File: src/rtl/vc_multi_credit_counter_pkg.sv
// Shared types and helpers for the multi-channel credit counter.
//   cr_outcome_e   : result class of one channel's net credit update
//   cr_classify    : maps a signed net credit value onto cr_outcome_e
//   cr_params_ok   : parameter legality check used at elaboration
package vc_multi_credit_counter_pkg;

   typedef enum logic [1:0] {
      CR_OK    = 2'd0,
      CR_UNDER = 2'd1,
      CR_OVER  = 2'd2
   } cr_outcome_e;

   function automatic cr_outcome_e cr_classify(input int net, input int max_credits);
      cr_outcome_e res;
      if (net < 0)
         res = CR_UNDER;
      else if (net > max_credits)
         res = CR_OVER;
      else
         res = CR_OK;
      return res;
   endfunction

   function automatic bit cr_params_ok(input int nchans, input int count_nbits,
                                       input int max_credits, input int init_credits);
      return (nchans >= 1) && (count_nbits >= 1) && (count_nbits < 31) &&
             (max_credits < (1 << count_nbits)) && (init_credits <= max_credits) &&
             (init_credits >= 0);
   endfunction

endpackage

File: src/rtl/vc_multi_credit_counter_chan.sv
// Resettable register and one credit-counter channel.
//
// vc_ResetReg: plain register with synchronous active-high reset.
//   clk, reset : clock / sync reset
//   d, q       : data in / registered data out
//
// vc_credit_counter_chan: one saturating credit counter.
//   clear          : reload count with p_init_credits (error flags untouched)
//   consume        : take one credit
//   ret, ret_value : return ret_value credits
//   err_clear      : clear sticky error flags
//   count          : registered count
//   avail/full/low : decodes of the registered count
//   err_underflow/err_overflow : sticky error flags
module vc_ResetReg #(
   parameter int                 p_nbits       = 1,
   parameter logic [p_nbits-1:0] p_reset_value = '0
) (
   input  logic               clk,
   input  logic               reset,
   input  logic [p_nbits-1:0] d,
   output logic [p_nbits-1:0] q
);
   always_ff @(posedge clk) begin
      if (reset)
         q <= p_reset_value;
      else
         q <= d;
   end
endmodule

module vc_credit_counter_chan
   import vc_multi_credit_counter_pkg::*;
#(
   parameter int p_count_nbits  = 4,
   parameter int p_max_credits  = 8,
   parameter int p_init_credits = 8,
   parameter int p_low_thresh   = 2
) (
   input  logic                     clk,
   input  logic                     reset,
   input  logic                     clear,
   input  logic                     consume,
   input  logic                     ret,
   input  logic [p_count_nbits-1:0] ret_value,
   input  logic                     err_clear,
   output logic [p_count_nbits-1:0] count,
   output logic                     avail,
   output logic                     full,
   output logic                     low,
   output logic                     err_underflow,
   output logic                     err_overflow
);
   // Two extra bits: one for the carry of count + ret_value, one for sign.
   localparam int NW = p_count_nbits + 2;
   localparam logic [p_count_nbits-1:0] MAX_C  = p_count_nbits'(p_max_credits);
   localparam logic [p_count_nbits-1:0] INIT_C = p_count_nbits'(p_init_credits);

   logic [p_count_nbits-1:0] count_q, count_d;
   logic [1:0]               err_q, err_d;   // {overflow, underflow}
   logic signed [NW-1:0]     cnt_s, ret_s, con_s, net;
   cr_outcome_e              outcome;

   always_comb begin
      cnt_s   = signed'({2'b00, count_q});
      ret_s   = ret ? signed'({2'b00, ret_value}) : '0;
      con_s   = consume ? NW'(1) : '0;
      net     = cnt_s + ret_s - con_s;
      outcome = cr_classify(int'(net), p_max_credits);

      case (outcome)
         CR_UNDER: count_d = '0;
         CR_OVER:  count_d = MAX_C;
         default:  count_d = net[p_count_nbits-1:0];
      endcase
      if (clear)
         count_d = INIT_C;

      // err_clear drops the flags first so that a same-cycle error still lands.
      err_d = err_clear ? 2'b00 : err_q;
      if (!clear) begin
         if (outcome == CR_UNDER) err_d[0] = 1'b1;
         if (outcome == CR_OVER)  err_d[1] = 1'b1;
      end
   end

   vc_ResetReg #(.p_nbits(p_count_nbits), .p_reset_value(INIT_C)) u_count_reg (
      .clk   (clk),
      .reset (reset),
      .d     (count_d),
      .q     (count_q)
   );

   vc_ResetReg #(.p_nbits(2), .p_reset_value(2'b00)) u_err_reg (
      .clk   (clk),
      .reset (reset),
      .d     (err_d),
      .q     (err_q)
   );

   assign count         = count_q;
   assign avail         = (count_q != '0);
   assign full          = (count_q == MAX_C);
   assign low           = (int'(count_q) <= p_low_thresh);
   assign err_underflow = err_q[0];
   assign err_overflow  = err_q[1];
endmodule

File: src/rtl/vc_multi_credit_counter.sv
// Bank of independent saturating credit counters, one per channel.
//   clk, reset     : clock / sync active-high reset
//   clear          : reload all channels with p_init_credits
//   consume, ret   : per-channel take-one / return-valid
//   ret_value      : per-channel returned credits, packed p_count_nbits per channel
//   err_clear      : clear all sticky error flags
//   count          : per-channel registered counts, packed like ret_value
//   avail/full/low : per-channel decodes of count
//   any_avail      : OR of avail
//   err_underflow, err_overflow : per-channel sticky error flags
module vc_multi_credit_counter
   import vc_multi_credit_counter_pkg::*;
#(
   parameter int p_nchans       = 4,
   parameter int p_count_nbits  = 4,
   parameter int p_max_credits  = 8,
   parameter int p_init_credits = 8,
   parameter int p_low_thresh   = 2
) (
   input  logic                              clk,
   input  logic                              reset,
   input  logic                              clear,
   input  logic [p_nchans-1:0]               consume,
   input  logic [p_nchans-1:0]               ret,
   input  logic [p_nchans*p_count_nbits-1:0] ret_value,
   input  logic                              err_clear,
   output logic [p_nchans*p_count_nbits-1:0] count,
   output logic [p_nchans-1:0]               avail,
   output logic [p_nchans-1:0]               full,
   output logic [p_nchans-1:0]               low,
   output logic                              any_avail,
   output logic [p_nchans-1:0]               err_underflow,
   output logic [p_nchans-1:0]               err_overflow
);
   if (!cr_params_ok(p_nchans, p_count_nbits, p_max_credits, p_init_credits)) begin : g_bad_params
      $error("vc_multi_credit_counter: illegal parameter combination");
   end

   for (genvar i = 0; i < p_nchans; i++) begin : g_chan
      vc_credit_counter_chan #(
         .p_count_nbits  (p_count_nbits),
         .p_max_credits  (p_max_credits),
         .p_init_credits (p_init_credits),
         .p_low_thresh   (p_low_thresh)
      ) u_chan (
         .clk           (clk),
         .reset         (reset),
         .clear         (clear),
         .consume       (consume[i]),
         .ret           (ret[i]),
         .ret_value     (ret_value[i*p_count_nbits +: p_count_nbits]),
         .err_clear     (err_clear),
         .count         (count[i*p_count_nbits +: p_count_nbits]),
         .avail         (avail[i]),
         .full          (full[i]),
         .low           (low[i]),
         .err_underflow (err_underflow[i]),
         .err_overflow  (err_overflow[i])
      );
   end

   assign any_avail = |avail;
endmodule

File: config.mk
export PLATFORM = sky130hd
export DESIGN_NAME = vc_multi_credit_counter
export DESIGN_NICKNAME = d
export VERILOG_FILES = /design/src/rtl/vc_multi_credit_counter_pkg.sv /design/src/rtl/vc_multi_credit_counter_chan.sv /design/src/rtl/vc_multi_credit_counter.sv
export SDC_FILE = /design/constraint.sdc
export NUM_CORES = 1
export LEC_CHECK = 0
export ABC_AREA = 1
export BUFFER_PORTS_ARGS = -buffer_cell sky130_fd_sc_hd__buf_2
export CAP_MARGIN = 5
export CORE_MARGIN = 3
export CORE_UTILIZATION = 50
export DETAILED_ROUTE_END_ITERATION = 7
export HOLD_SLACK_MARGIN = 0.1
export PLACE_DENSITY = 0.78
export SYNTH_ARGS = -nofsm -noshare
export SYNTH_HDL_FRONTEND = slang
export SYNTH_SLANG_ARGS = --single-unit
File: constraint.sdc
create_clock -name clk -period 2.3 [get_ports clk]
set_input_delay 0.46 -clock clk [delete_from_list [all_inputs] [get_ports clk]]
set_output_delay 0.46 -clock clk [all_outputs]
set_load 0.01 [all_outputs]
==> flow_summary.ini <==
[placed_design]
dpl_worst_slack_ns = -0.04531
dp_cells = 398
hpwlAfterDp_mm = 3.721
place_congestion = 0.8614
port_buffers = 64
post_dp_cell_area_mm2 = 0.002400

[clock_tree]
clock_path_buffers = 2
cts_setup_buffers = 0
h-tree-depth = 1
cts_buffers = 3
clk_latency_ns = 0.26
cts_resized = 0
cts_tree = done
holdBufCountCts = 0
cts_sinks = 24
cts-root-buf = clkbuf_8
path_clk_slew_ns = 0.08

[detailed_routing]
drc = 0
first_pass_iters = 4
drtAntennaViolNets = 0
wl_mm = 4.250
vias_per_cell = 4.753
drt_iter0_drc = 47
vias = 1906
wl_per_cell_um = 10.60

[logic_synthesis]
synthTopCellsByArea = dfxtp_1 (22%), ha_1 (19%), nand2_1 (11%)
ys_seq_elements = 24
syn_area_mm2 = 0.002152
syn_area_per_cell_um2 = 7.126
synthCells = 302
yosysTopAreaCell = dfxtp_1
netlist.area_leader.share = 0.2233
syn-num-nets = 366
synth_warnings = 0
ys_types = 27
synth-seq-area-share = 0.2233

[worst_hold_path]
hold_depth = 2
worst_hold_path_type = reg2reg

[run]
cap_violations = 0

[global_routing]
grt_usage = 0.1781
grt_pass1_vias = 1806
grt-ovfl-total = 0
antenna_found_initial = 0
grt_pass1_wl_mm = 7.507
grt_start_max_net_pins = 14

[critical_path]
r2r_cells = 9
critPathMaxFanout = 3
critPathKind = in2reg
required_ns = 2.46
startpoint = ret[3]
r2r_start = g_chan[0].u_chan.u_count_reg.q[1]$_SDFF_PP0_
worst-r2r-setup-slack_ns = 0.30
crit_path_end_kind = flip-flop
r2r-end = g_chan[0].u_chan.u_count_reg.q[1]$_SDFF_PP0_
setup.worst_path.start_class = input port
crit_path_end = g_chan[3].u_chan.u_err_reg.q[1]$_SDFF_PP0_
critical_path_arrival_ns = 2.24

[floorplanning]
die_h_um = 71.61
rows = 23
dieArea_mm2 = 0.005127
die_w_um = 71.61
initial_utilization = 0.5266
core_area_mm2 = 0.004086
pin_count = 65

[timing]
timing.hold.ws_ns = 0.4549
rsz0062_at_grt = no
max_freq_mhz = 481.0
drv_slew = 0
fin_skew_ns = 0.002626
setup_slack_ns = 0.2210
finalCritPeriodShare = 0.9039
max_slew_margin = 0.6419
hold_violations = 0
layout_min_cycle_time_ns = 2.079
setup_viol = 0
worst_pin_slew_ns = 0.5352

[pwr]
p_seq_frac = 0.280
intPower_w = 0.001068
vdd_ir_drop_max_mv = 0.4206
p_switching_w = 0.0008421
p_leak_nw = 1.409
pwr-share-clk = 0.126
p_per_area_mw_per_mm2 = 782.7
combPwrFrac = 0.594
switching_share = 0.4407
power_w = 0.001911

[finish]
layout.cells.non_filler = 401
layout-drive-gt1-share = 0.2564
syn_to_final_growth_pct = 13.43
fin_area_mm2 = 0.002441
num_antenna_cells = 0
final_nets = 417

[status]
status = complete, no violations
==> Yosys cell counts, drive strengths merged <==
cell and n:
o21ai 6, a21oi 9, inv 60, nor4 4, or2 2, ha 32, nand3 29, a21boi 1
xor2 3, nand3b 3, a32o 1, fa 4, nor2 27, nand2 69, buf 20, xnor2 4
dfxtp 24, clkbuf 1, nor3 1, nand4 2
==> how the worst min path moves through the flow <==
stage,start,to
global route,g_chan[3].u_chan.u_err_reg.q[1]$_SDFF_PP0_,g_chan[3].u_chan.u_err_reg.q[1]$_SDFF_PP0_
finish,g_chan[1].u_chan.u_err_reg.q[1]$_SDFF_PP0_,g_chan[1].u_chan.u_err_reg.q[1]$_SDFF_PP0_
global placement,g_chan[1].u_chan.u_err_reg.q[1]$_SDFF_PP0_,g_chan[1].u_chan.u_err_reg.q[1]$_SDFF_PP0_
CTS,g_chan[1].u_chan.u_err_reg.q[1]$_SDFF_PP0_,g_chan[1].u_chan.u_err_reg.q[1]$_SDFF_PP0_
floorplan,g_chan[0].u_chan.u_err_reg.q[1]$_SDFF_PP0_,g_chan[0].u_chan.u_err_reg.q[1]$_SDFF_PP0_
detailed placement,g_chan[1].u_chan.u_err_reg.q[1]$_SDFF_PP0_,g_chan[1].u_chan.u_err_reg.q[1]$_SDFF_PP0_
==> cell usage in the layout, fill, tap and decap left out <==
| cell type | count |
|---|---|
| a21boi_1 | 1 |
| a21oi_1 | 8 |
| a21oi_2 | 1 |
| a32o_1 | 1 |
| buf_2 | 64 |
| buf_4 | 3 |
| clkbuf_8 | 3 |
| dfxtp_1 | 24 |
| fa_1 | 4 |
| ha_1 | 32 |
| inv_1 | 59 |
| inv_2 | 1 |
| nand2_1 | 61 |
| nand2_2 | 8 |
| nand3_1 | 25 |
| nand3_2 | 4 |
| nand3b_1 | 3 |
| nand4_1 | 2 |
| nor2_1 | 25 |
| nor2_2 | 2 |
| nor3_1 | 1 |
| nor4_1 | 4 |
| o21ai_0 | 5 |
| o21ai_1 | 1 |
| or2_1 | 1 |
| or2_2 | 1 |
| xnor2_1 | 4 |
| xor2_2 | 3 |
==> per-stage QoR <==
step	utilization	TNS, ns
global route	0.5974	0
global placement	0.5873	0
detailed placement	0.5873	-0.1544
floorplan	-	0
CTS	0.5974	0
finish	0.5974	0
==> power groups by stage <==
stage                     clock network [W]  logic (W)  registers, W
final                              0.000240    0.00113      0.000536
after global placement                    0    0.00111      0.000546
after global routing               0.000267    0.00131      0.000549
after floorplan                           0   0.000939      0.000559
after CTS                          0.000250    0.00115      0.000537
after detailed placement                  0    0.00114      0.000546
==> logic make-up after synthesis <==
kind of cell               synth area share
buffers and inverters                0.1779
DFF                                  0.2233
adders and majority gates            0.2233
and+or+nand+nor                      0.2919
AOI/OAI and AO/OA                   0.04477
xor gates and xnor gates            0.03895
==> final cells by class <==
cell class	count	area, µm²
clock buffer	3	41.29
fill	401	1645
inverter	60	225.2
multi-input combinational	197	1289
sequential	24	480.5
tap	50	62.56
timing repair buffer	67	342.8
==> flip-flops by register name, summed over array words and instances (netlist names) <==
register	cells
g_chan.u_chan.u_count_reg.q	16
g_chan.u_chan.u_err_reg.q	8
==> per-layer routing <==
layer	vias to the layer above	GRT usage	wire (µm)
li1	1019	-	-
met1	844	0.2245	1885
met2	39	0.3173	2115
met3	4	0.03086	224
met4	0	0.03758	24
met5	-	0	0
==> worst max-delay path: stages <==
cell and delay, ns:
buf_2 0.09, nand2_1 0.05, ha_1 0.26, inv_1 0.04
ha_1 0.21, fa_1 0.46, xnor2_1 0.29, nand3_1 0.11
nor2_1 0.09, nand2_1 0.05, nand3_1 0.07, nand2_1 0.05
(Power assumes the default switching activity.)
